===== src/rtl/fetch_sequencer_pkg.sv =====
// Shared fetch-sequencer types and defaults.
// State encoding plus reset-vector / PC-step defaults.
package fetch_sequencer_pkg;

  typedef enum logic [2:0] {
    S_IDLE,
    S_FETCH,
    S_ISSUE,
    S_WAIT_EXEC,
    S_HALT
  } fetch_state_e;

  localparam logic [31:0] RESET_VECTOR_DEF = 32'h0000_0000;
  localparam int          PC_STEP_DEF      = 4;

endpackage


===== src/rtl/fetch_sequencer_pc_reg.sv =====
// Program counter register with load enable.
// Resets to RESET_VECTOR.
module pc_reg
  import fetch_sequencer_pkg::*;
#(
  parameter logic [31:0] RESET_VECTOR = RESET_VECTOR_DEF
) (
  input  logic        clock,
  input  logic        reset,
  input  logic        load,
  input  logic [31:0] d,
  output logic [31:0] q
);

  // PC holds unless load is asserted
  always_ff @(posedge clock or negedge reset) begin
    if (!reset) begin
      q <= RESET_VECTOR;
    end else if (load) begin
      q <= d;
    end
  end

endmodule


===== src/rtl/fetch_sequencer.sv =====
// Instruction fetch sequencer: fetch, issue, wait for retire.
// Chooses the next PC from halt / branch / sequential step.
module fetch_sequencer
  import fetch_sequencer_pkg::*;
#(
  parameter logic [31:0] RESET_VECTOR = RESET_VECTOR_DEF,
  parameter int          PC_STEP      = PC_STEP_DEF
) (
  input  logic        clock,
  input  logic        reset,
  input  logic        start,
  output logic        imem_req,
  output logic [31:0] imem_addr,
  input  logic        imem_ack,
  input  logic [31:0] imem_rdata,
  output logic [31:0] instr,
  output logic        instr_valid,
  input  logic        exec_done,
  input  logic        branch_taken,
  input  logic [31:0] branch_target,
  input  logic        halt,
  output logic [31:0] pc_out,
  output logic        busy,
  output logic        misalign_err
);

  fetch_state_e state_q;
  fetch_state_e state_d;
  logic         pc_load;
  logic [31:0]  pc_d;
  logic         instr_load;
  logic         mis_set;
  logic         mis_clr;

  pc_reg #(
    .RESET_VECTOR(RESET_VECTOR)
  ) u_pc (
    .clock(clock),
    .reset(reset),
    .load (pc_load),
    .d    (pc_d),
    .q    (pc_out)
  );

  // State, fetched word and sticky misalign flag
  always_ff @(posedge clock or negedge reset) begin
    if (!reset) begin
      state_q      <= S_IDLE;
      instr        <= 32'h0;
      misalign_err <= 1'b0;
    end else begin
      state_q <= state_d;
      if (instr_load) begin
        instr <= imem_rdata;
      end
      if (mis_clr) begin
        misalign_err <= 1'b0;
      end else if (mis_set) begin
        misalign_err <= 1'b1;
      end
    end
  end

  // Next state and next-PC selection
  always_comb begin
    state_d    = state_q;
    pc_load    = 1'b0;
    pc_d       = pc_out;
    instr_load = 1'b0;
    mis_set    = 1'b0;
    mis_clr    = 1'b0;
    unique case (state_q)
      S_IDLE, S_HALT: begin
        if (start) begin
          pc_load = 1'b1;
          pc_d    = RESET_VECTOR;
          mis_clr = 1'b1;
          state_d = S_FETCH;
        end
      end
      S_FETCH: begin
        if (imem_ack) begin
          instr_load = 1'b1;
          state_d    = S_ISSUE;
        end
      end
      S_ISSUE: begin
        state_d = S_WAIT_EXEC;
      end
      S_WAIT_EXEC: begin
        if (exec_done) begin
          if (halt) begin
            state_d = S_HALT;
          end else if (branch_taken
                       && branch_target[1:0] != 2'b00) begin
            mis_set = 1'b1;
            state_d = S_HALT;
          end else if (branch_taken) begin
            pc_load = 1'b1;
            pc_d    = branch_target;
            state_d = S_FETCH;
          end else begin
            pc_load = 1'b1;
            pc_d    = pc_out + 32'(PC_STEP);
            state_d = S_FETCH;
          end
        end
      end
      default: begin
        state_d = S_IDLE;
      end
    endcase
  end

  // Outputs decoded straight from state
  always_comb begin
    imem_req    = (state_q == S_FETCH);
    instr_valid = (state_q == S_ISSUE);
    busy        = (state_q == S_FETCH)
               || (state_q == S_ISSUE)
               || (state_q == S_WAIT_EXEC);
    imem_addr   = pc_out;
  end

endmodule


===== config.mk =====
export PLATFORM = sky130hd
export DESIGN_NAME = fetch_sequencer
export DESIGN_NICKNAME = d
export VERILOG_FILES = /design/src/rtl/fetch_sequencer_pkg.sv /design/src/rtl/fetch_sequencer_pc_reg.sv /design/src/rtl/fetch_sequencer.sv
export SDC_FILE = /design/constraint.sdc
export NUM_CORES = 1
export LEC_CHECK = 0
export CAP_MARGIN = 5
export CORE_MARGIN = 1
export CORE_UTILIZATION = 35
export CTS_CLUSTER_DIAMETER = 150
export DETAILED_ROUTE_END_ITERATION = 16
export PLACE_DENSITY = 0.83
export SLEW_MARGIN = 20
export SYNTH_ARGS = -nofsm -noshare
export SYNTH_HDL_FRONTEND = slang
export SYNTH_SLANG_ARGS = --single-unit

===== constraint.sdc =====
create_clock -name clock -period 1.8 [get_ports clock]
set_input_delay 0.36 -clock clock [delete_from_list [all_inputs] [get_ports clock]]
set_output_delay 0.36 -clock clock [all_outputs]
set_load 0.1 [all_outputs]

==> summary.txt, run 1 <==
Synth
  – Asr flop ratio synth: 100%
  – Syn Nets: 444
  – Syn. warnings: 0
  – Mapped Cells: 372
  – Post-synthesis cell area: 3740 sq um
  – #FFs+latches synth: between 60 and 70
  – Number of synthesized flops with an enable pin: 0
  – Main flop type after synthesis: dfrtp_1
  – Post-synthesis sequential area ratio: about 45%
  – Syn Area/Cell: 10.1 sq um
  – Cell variety after synth: 53

STA
  – Setup Viol. Count Final: 0
  – Count of pins over their slew limit: 0
  – Fin. Hold Viols: 0
  – Final period utilization: roughly 100%
  – Worst-margin pin slew: ~0.39 ns
  – Clock Skew: roughly 0.007 ns
  – Slew HR: roughly 74%
  – Final worst slack: between 0.003 and 0.004 ns
  – F_max: around 560 MHz
  – Crit path time final: 1.80 ns
  – RSZ-0062 raised after global routing: true

Pwr
  – Comb power frac: 68.5%
  – Power Total: between 10000 and 15000 uW
  – Reg power frac: a little under 20%
  – Peak supply drop: slightly above 2000 uV
  – Leakage power: approximately 0.0031 uW
  – Power Density: approximately 1800 nW/um^2
  – Clock network fraction of design power: 11.7%
  – Sw Pwr: 7080 uW
  – Switching part of the total: between 50% and 60%
  – Internal power: between 6000 and 7000 uW

Routing
  – Vias: approximately 3800
  – Initial DRC count: between 150 and 200
  – Final ANT Viol Nets: 0
  – Vias per inst: between 5 and 6
  – DR pass1 iterations: 5
  – Wirelength per Cell: roughly 18 microns
  – DRC Markers: 0
  – Post-Route WL: roughly 13000 microns

Placed design
  – I/O Buffers: 170
  – GP Congestion: about 0.80
  – DP HPWL: roughly 9600 microns
  – Pre-CTS WS: -0.379 ns

Critical path
  – Top Family by Delay on Critical Path: simple AND/OR/NAND/NOR gates
  – Max incr delay on CP: around 0.55 ns
  – Worst Setup Path Type: in2reg
  – Max FO, Critical Path: 12
  – Crit path arrival time: approximately 2.0 ns
  – Startpoint types: input port
  – Critical Path End Type: flip-flop
  – Worst Path Buf+Inv: 1
  – Slowest cell on crit path: or4_4
  – CP Data Required Time: slightly above 2 ns
  – Worst-path cell chain: clkdlybuf4s50_1 > nand2_1 > or4_4 > and2_4 > o21ai_1 > o21ai_0

Global routing
  – Vias in the first global route: about 4200
  – Initial antenna violation count: 0
  – Total grt overflow: 0
  – Global-route wire length before repair: approximately 20000 microns
  – Tot GR Track Use: roughly a quarter
  – Largest net degree at the start of global routing: between 60 and 70

CTS
  – Worst skew pair latency: between 0.3 and 0.4 ns
  – H-Tree Depth: 3
  – CTS Hold Bufs: 0
  – TritonCTS clock tree: built
  – Clock root buffer: clkbuf_8
  – Clock tree buffer depth: 2
  – CTS buffer count: 9
  – Clock slew at reported path FFs: roughly 0.08 ns
  – CTS sink cnt: 68

Cells and area
  – Core Util, Final: between 70 and 80%
  – Most frequent cells in the layout: buf_12, clkdlybuf4s50_1, buf_4
  – ANT cells: 0
  – Fin nets: 640
  – Area Growth Syn to Fin: 94.6%
  – Layout cells sized above 1: 46.6%
  – Commonest non-fill, non-tap cell in the layout: buf_12

Floorplan
  – Die width: between 100 and 150 microns
  – I/O Pins: between 150 and 200
  – Die area: ~11000 sq um
  – Row cnt: 37
  – Core area: between 10000 and 15000 sq um
  – Die Ht: around 110 microns
  – Initial core utilization: a little over a third

Flow run
  – Max cap viols: 0

Hold path
  – Worst min path class: in2async

Status
  – Run status: complete, no violations
-- path summary, 6_finish.rpt --
path / from / endpoint / slack, ns / depth (start not counted)
hold reg to reg: instr[27] / instr[27] / 0.57 / 1
setup / recovery: exec_done / u_pc.q[12] / 0.003 / 6
min in group clock: instr[27] / instr[27] / 0.57 / 1
hold / removal: reset / instr[12] / 0.01 / 2
max in group asynchronous: reset / u_pc.q[21] / 1.44 / 2
setup reg to reg: u_pc.q[14] / u_pc.q[20] / 0.003 / 5
-- cells by family after synthesis --
logic type	synth area share, %
xor+xnor	0.702
compound gates	15.5
buf+inv	9.87
fa+ha+maj	0.334
flops	45.5
simple gates	18.2
mux	9.90
-- power groups by stage --
stage          logic (uW)  registers, uW  clock network, uW
2_1_floorplan        2180           5970                  0
3_3_place_gp         8900           2650                  0
3_5_place_dp         9030           2700                  0
4_1_cts              9120           2680               1610
5_1_grt              9460           2730               1670
6_report             9210           2670               1580
-- per-stage QoR --
| stage | hold WS (ns) | cells | TNS, ns | instance area [sq um] |
|---|---|---|---|---|
| after floorplan | 0.0644 | 372 | -2.42 | 3900 |
| after global placement | 0.408 | 680 | -9.21 | 6850 |
| after detailed placement | 0.414 | 680 | -10.31 | 6850 |
| after CTS | 0.0256 | 697 | 0 | 7120 |
| after global routing | 0.0256 | 709 | -0.161 | 7280 |
| final | 0.00968 | 709 | 0 | 7280 |
-- flip-flops by register name, summed over array words and instances, names as in the netlist --
| name | flops |
|---|---|
| misalign_err | 1 |
| u_pc.q | 32 |
| instr | 32 |
| state_q | 3 |
-- layer usage --
layer	global-route usage, %	up-vias	part of all wire [%]
li1	-	1721	-
met1	23.7	1874	36
met2	42.1	200	50
met3	10.9	32	11
met4	12.6	0	3.1
met5	0	-	0
-- final cells by class --
| type | count | area (sq um) |
|---|---|---|
| fill | 683 | 3040 |
| multi-input combinational | 250 | 1810 |
| inverter | 5 | 18.8 |
| timing repair buffer | 234 | 3250 |
| clock inverter | 6 | 111 |
| clock buffer | 10 | 138 |
| tap | 136 | 170 |
| sequential | 68 | 1780 |
-- what timing repair did --
item	4_1_cts	5_1_grt
pin swaps	1	11
gates resized for setup	4	22
endpoints found under the setup margin	4	23
buffers inserted	1	10
cloned	0	2
-- synthesized netlist by cell type, drive strengths merged (3+ instances only) --
master  number  share of area, %
and2         3              0.57
nand4       11               2.6
a21oi       18               2.4
o21ai       41               5.5
nor2b        3              0.50
o311ai       5               1.2
and4         4              0.94
buf         42               8.4
a31oi       10               1.7
or4          3              0.70
mux2        32               9.6
a32oi        3              0.70
nor2        29               2.9
nor3         9               1.2
clkbuf       9              0.97
nand3       12               1.6
nand2       23               2.3
a22oi        6               1.5
nor4         7               2.3
dfrtp       68                45
inv          5              0.50
Note: power is estimated with default switching activity, not from simulation.
==> run 2, diff against run 1 <==
--- a/config.mk
+++ b/config.mk
@@ -10,6 +10,7 @@
 export CORE_UTILIZATION = 35
 export CTS_CLUSTER_DIAMETER = 150
 export DETAILED_ROUTE_END_ITERATION = 16
+export HOLD_SLACK_MARGIN = 0.08
 export PLACE_DENSITY = 0.83
 export SLEW_MARGIN = 20
 export SYNTH_ARGS = -nofsm -noshare
==> run 2 against run 1 <==
Die area is the same. Cell area is essentially flat. Global-route usage grew 0.11 points. Worst hold slack gained 0.56 ns. Utilization grew 0.061 points. First-iteration DRC count shrank 6.1%. Critical path depth shrank 1. Register-to-register slack is essentially flat. Total power grew 0.23%. Via count grew 0.16%. Clock skew shrank 0.00062 ns. Largest power group unchanged. Highest routed layer unchanged.
==> summary.txt, run 2 (synthesis results as in run 1) <==
STA
  – Hold_ws: between 0.5 and 0.6 ns
  – Clock Skew: around 0.0065 ns
  – Slew HR: 73.2%
  – Count of pins over their slew limit: 0
  – Setup Viol. Count Final: 0
  – TNS Setup: 0 ns
  – Worst-margin pin slew: 0.398 ns
  – Crit path time final: 1.79 ns
  – RSZ-0062 raised after global routing: true
  – Final period utilization: about 100%
  – F_max: around 560 MHz
  – Fin. Hold Viols: 0

Floorplan
  – Row cnt: 37
  – Die Ht: approximately 110 microns
  – I/O Pins: approximately 170
  – Die area: ~11000 sq um
  – Initial core utilization: 36.2%
  – Die width: around 110 microns
  – Core area: just over 10000 sq um

Cells and area
  – Layout cells sized above 1: 46.5%
  – ANT cells: 0
  – Biggest regs: instr: 32 flops, u_pc.q: 32 flops, state_q: 3 flops
  – Area Growth Syn to Fin: 94.8%
  – Most frequent cells in the layout: buf_12, clkdlybuf4s50_1, buf_4
  – Commonest non-fill, non-tap cell in the layout: buf_12
  – Fin nets: 641

Critical path
  – CP Data Required Time: roughly 2.0 ns
  – Critical Path End Type: flip-flop
  – Worst Path Buf+Inv: 0
  – Worst-path cell chain: nand4_1 > or4_4 > o21ai_1 > a31oi_1 > a21o_1
  – Top Family by Delay on Critical Path: simple AND/OR/NAND/NOR gates
  – Slowest cell on crit path: or4_4
  – Crit path arrival time: approximately 2 ns
  – Max incr delay on CP: a little over 0.6 ns
  – Worst Setup Path Type: reg2reg
  – Startpoint types: flip-flop
  – Max FO, Critical Path: 5

Status
  – Run status: complete, no violations

Pwr
  – Power Density: roughly 1900 nW/um^2
  – Leakage power: roughly 0.0031 uW
  – Peak supply drop: between 2000 and 2500 uV

Routing
  – Post-Route WL: approximately 13000 microns
  – DR pass1 iterations: 5
  – Vias: around 3800
  – DRC Markers: 0
  – Wirelength per Cell: around 19 microns
  – Vias per inst: between 5 and 6
  – Initial DRC count: ~190
  – Final ANT Viol Nets: 0

CTS
  – Clock slew at reported path FFs: 0.08 ns
  – Clock root buffer: clkbuf_8
  – CTS buffer count: 9
  – H-Tree Depth: 3
  – TritonCTS clock tree: built
  – Clock tree buffer depth: 2
  – Worst skew pair latency: approximately 0.35 ns
  – CTS sink cnt: 68

Flow run
  – Max cap viols: 0

Global routing
  – GR met3 Demand/Resource: a little over a tenth
  – Tot GR Track Use: around a quarter
  – Met2 global-route usage: a little over two fifths
  – Largest net degree at the start of global routing: between 60 and 70
  – Total grt overflow: 0
  – GR peak layer: met2
  – Global-route wire length before repair: 20700 microns
  – Met1 GRT Util: a little under a quarter
  – Vias in the first global route: about 4200
  – Initial antenna violation count: 0

Placed design
  – DP HPWL: just under 10000 microns
  – GP Congestion: ~0.8
  – I/O Buffers: 170

Hold path
  – Worst min path class: reg2reg
-- run 2: report_power, final --
group          total, uW  leakage (uW)  internal, uW  switching, uW
combinational       9240       0.00214          3340           5900
sequential          2660      0.000827          2090            579
clock               1580      0.000122           958            625
-- run 2: layout make-up --
cell class / instances / area (sq um)
Timing Repair Buffer: 234 / 3250
Fill cell: 681 / 3040
Multi-Input combinational cell: 251 / 1820
Sequential cell: 68 / 1780
Tap cell: 136 / 170
Clock buffer: 10 / 138
Clock inverter: 6 / 111
Inverter: 5 / 18.8
-- run 2: per-layer routing --
metal | routed length, microns | up-vias
li1 | - | 1728
met1 | 4790 | 1888
met2 | 6760 | 188
met3 | 1360 | 29
met4 | 381 | 0
met5 | 0 | -
-- run 2: repair_timing --
action,CTS,global route
hold buffers,1,0
resized for setup,4,21
endpoints found under the hold margin,68,0
buffers inserted,1,9
pin swaps,1,10
gates cloned,0,3
setup endpoints to repair,4,23
-- run 2: per-stage QoR --
stage               cells  util [%]  worst slack (ns)  cell area, sq um  total power, uW
finish                710      70.6           0.00833              7290            13500
global route          710      70.6           -0.0650              7290            13900
CTS                   698      69.1           0.00268              7130            13400
detailed placement    680      66.3            -0.379              6850            11700
global placement      680      66.3            -0.353              6850            11600
floorplan             372         -            -0.407              3900             8150
-- run 2: worst paths after layout --
| check | from | to | slack, ns | depth (start not counted) |
|---|---|---|---|---|
| hold / removal | instr[27] | instr[27] | 0.57 | 1 |
| setup reg to reg | u_pc.q[14] | u_pc.q[20] | 0.008 | 5 |
| min in group asynchronous | reset | instr[12] | 0.61 | 3 |
| setup / recovery | u_pc.q[14] | u_pc.q[20] | 0.008 | 5 |
| max in group asynchronous | reset | u_pc.q[6] | 0.86 | 3 |
| hold reg to reg | instr[27] | instr[27] | 0.57 | 1 |
-- run 2: worst register-to-register path, stage by stage, from the launching register on --
cell	delay, ns
dfrtp_4	0.44
nand4_1	0.22
or4_4	0.61
o21ai_1	0.16
a31oi_1	0.10
a21o_1	0.16
==> run 3, diff against run 2 <==
--- a/config.mk
+++ b/config.mk
@@ -6,7 +6,7 @@
 export NUM_CORES = 1
 export LEC_CHECK = 0
 export CAP_MARGIN = 5
-export CORE_MARGIN = 1
+export CORE_MARGIN = 4
 export CORE_UTILIZATION = 35
 export CTS_CLUSTER_DIAMETER = 150
 export DETAILED_ROUTE_END_ITERATION = 16
==> run 3 against run 2 <==
Total power down 2.3%. Worst hold slack worse by 0.0037 ns. Fmax up 1.4%. Sequential cell count did not move. Non-clock buffer count is 4 lower. Register-to-register slack better by 0.02 ns. Via count decreased by 1.2%. Sequential share of layout area grew 0.26 points. Clock power fell by 22%. Largest cell class unchanged. Highest routed layer unchanged.
==> summary.txt, run 3 (synthesis results as in run 1) <==
STA
  – Count of pins over their slew limit: 0
  – Final worst slack: around 0.033 ns
  – Slew HR: about two thirds
  – Final period utilization: between 90 and 100%
  – Fin. Hold Viols: 0
  – Worst-margin pin slew: between 0.5 and 0.6 ns
  – Setup Viol. Count Final: 0
  – F_max: between 500 and 600 MHz
  – Crit path time final: about 1.8 ns
  – Clock Skew: around 0.0095 ns
  – RSZ-0062 raised after global routing: true

Critical path
  – Reg2Reg Depth: 6
  – Startpoint types: flip-flop
  – CP Data Required Time: between 2 and 2.5 ns
  – Crit path from: u_pc.q[2]
  – Slowest cell on crit path: or4_4
  – Max incr delay on CP: approximately 0.55 ns
  – Worst-path cell chain: ha_4 > nand3_4 > or4_4 > o21ai_2 > a31oi_1 > a21o_1
  – Max FO, Critical Path: 3
  – Reg2reg start: u_pc.q[2]
  – Crit path arrival time: between 2 and 2.5 ns
  – Reg2reg setup slack: 0.03 ns
  – Critical Path End Type: flip-flop
  – Worst Setup Path Type: reg2reg

CTS
  – H-Tree Depth: 3
  – Clock tree buffer depth: 2
  – Worst skew pair latency: around 0.35 ns
  – Clock root buffer: clkbuf_8
  – CTS buffer count: 9
  – TritonCTS clock tree: built
  – Clock slew at reported path FFs: about 0.07 ns
  – CTS sink cnt: 68

Routing
  – DR pass1 iterations: 4
  – Vias per inst: around 5.4
  – Vias: between 3000 and 4000
  – Initial DRC count: 199
  – Wirelength per Cell: 19.5 microns
  – DRC Markers: 0
  – Final ANT Viol Nets: 0
  – Post-Route WL: between 10000 and 15000 microns

Pwr
  – Power Total: roughly 13000 uW
  – Peak supply drop: roughly 2200 uV
  – Power Density: between 1500 and 2000 nW/um^2
  – Leakage power: 0.00306 uW

Global routing
  – Total grt overflow: 0
  – Vias in the first global route: 4092
  – Tot GR Track Use: 21.7%
  – Largest net degree at the start of global routing: between 60 and 70
  – Initial antenna violation count: 0
  – Global-route wire length before repair: roughly 22000 microns

Cells and area
  – Layout cells sized above 1: ~46%
  – ANT cells: 0
  – Area Growth Syn to Fin: 92.8%
  – Finished Layout Cells: approximately 700
  – Finished Cell Area: 7210 sq um
  – FILL cells: about 700
  – Most frequent cells in the layout: buf_12, clkdlybuf4s50_1, buf_4
  – Fin nets: 636
  – Biggest regs: instr: 32 flops, u_pc.q: 32 flops, state_q: 3 flops
  – Commonest non-fill, non-tap cell in the layout: buf_12

Placed design
  – Pre-CTS WS: -0.421 ns
  – DP Cell Count: approximately 680
  – DP HPWL: ~10000 microns
  – Dpl cell area: approximately 7000 sq um
  – I/O Buffers: 170
  – GP Congestion: 0.838

Floorplan
  – Core area: ~10000 sq um
  – Die Ht: roughly 110 microns
  – I/O Pins: roughly 170
  – Die width: 111 microns
  – Initial core utilization: 36.1%
  – Die area: approximately 12000 sq um
  – Row cnt: 37

Status
  – Run status: complete, no violations

Flow run
  – Max cap viols: 0

Hold path
  – Worst min path class: in2async
==> run 3: cell count changes in the layout (fill, tap and decap cells not counted), moves of 2 or more <==
cell             previous run  this run
o21ai_0                    12        14
buf_4                      55        49
o21ai_2                     0         3
bufinv_16                   3         1
dlymetal6s2s_1              1         3
clkdlybuf4s50_1            68        66
o21ai_1                    29        24
buf_6                       4         6
==> run 3: metal layers <==
metal  share of wire [%]  GRT usage (%)  routed length, microns  vias to the layer above
met2                  50           37.1                    6870                      195
li1                    -              -                       -                     1723
met3                 9.9           7.93                    1360                       26
met5                   0              0                       0                        -
met4                 2.3           8.11                     310                        0
met1                  38           24.8                    5200                     1844
==> run 3: worst paths after layout <==
check                        endpoint
min in group clock         u_pc.q[28]
hold reg to reg             instr[18]
hold / removal               instr[9]
setup reg to reg           u_pc.q[20]
max in group asynchronous   u_pc.q[4]
setup / recovery           u_pc.q[20]
==> run 3: critical path, delay by kind of cell (launching register included) <==
family / cells / cell delay, ns
and+or+nand+nor: 2 / 0.65
AOI/OAI and AO/OA: 3 / 0.40
DFF: 1 / 0.44
adders and majority gates: 1 / 0.16
==> run 3: cell type report <==
class / instances / area [sq um] / area share (%)
timing repair buffer: 230 / 3230 / 44.8
multi-input combinational: 250 / 1830 / 25.3
sequential: 68 / 1780 / 24.7
tap: 136 / 170 / 2.36
clock buffer: 11 / 141 / 1.96
clock inverter: 3 / 40.0 / 0.555
inverter: 5 / 18.8 / 0.260
==> run 3: repair_timing <==
item,4_1_cts,5_1_grt
buffers inserted,1,7
pin swaps,1,16
gates resized for setup,9,21
endpoints found under the hold margin,68,0
cloned,1,1
setup endpoints to repair,4,16
hold buffers,1,0
==> run 3: where the power goes <==
part           total (uW)  leakage [uW]  switching (uW)  internal (uW)
Sequential           2690      0.000827             607           2090
Clock                1230     0.0000950             569            658
Combinational        9260       0.00214            5900           3360
Total               13200       0.00306            7080           6100
==> run 3: per-stage QoR <==
| stage | hold WS [ns] | utilization (%) | TNS [ns] |
|---|---|---|---|
| after global routing | 0.577 | 69.5 | -0.0916 |
| after global placement | 0.405 | 65.9 | -6.82 |
| after detailed placement | 0.427 | 65.9 | -9.78 |
| after CTS | 0.580 | 68.2 | -0.00244 |
| after floorplan | 0.0644 | - | -2.42 |
| final | 0.569 | 69.5 | 0 |
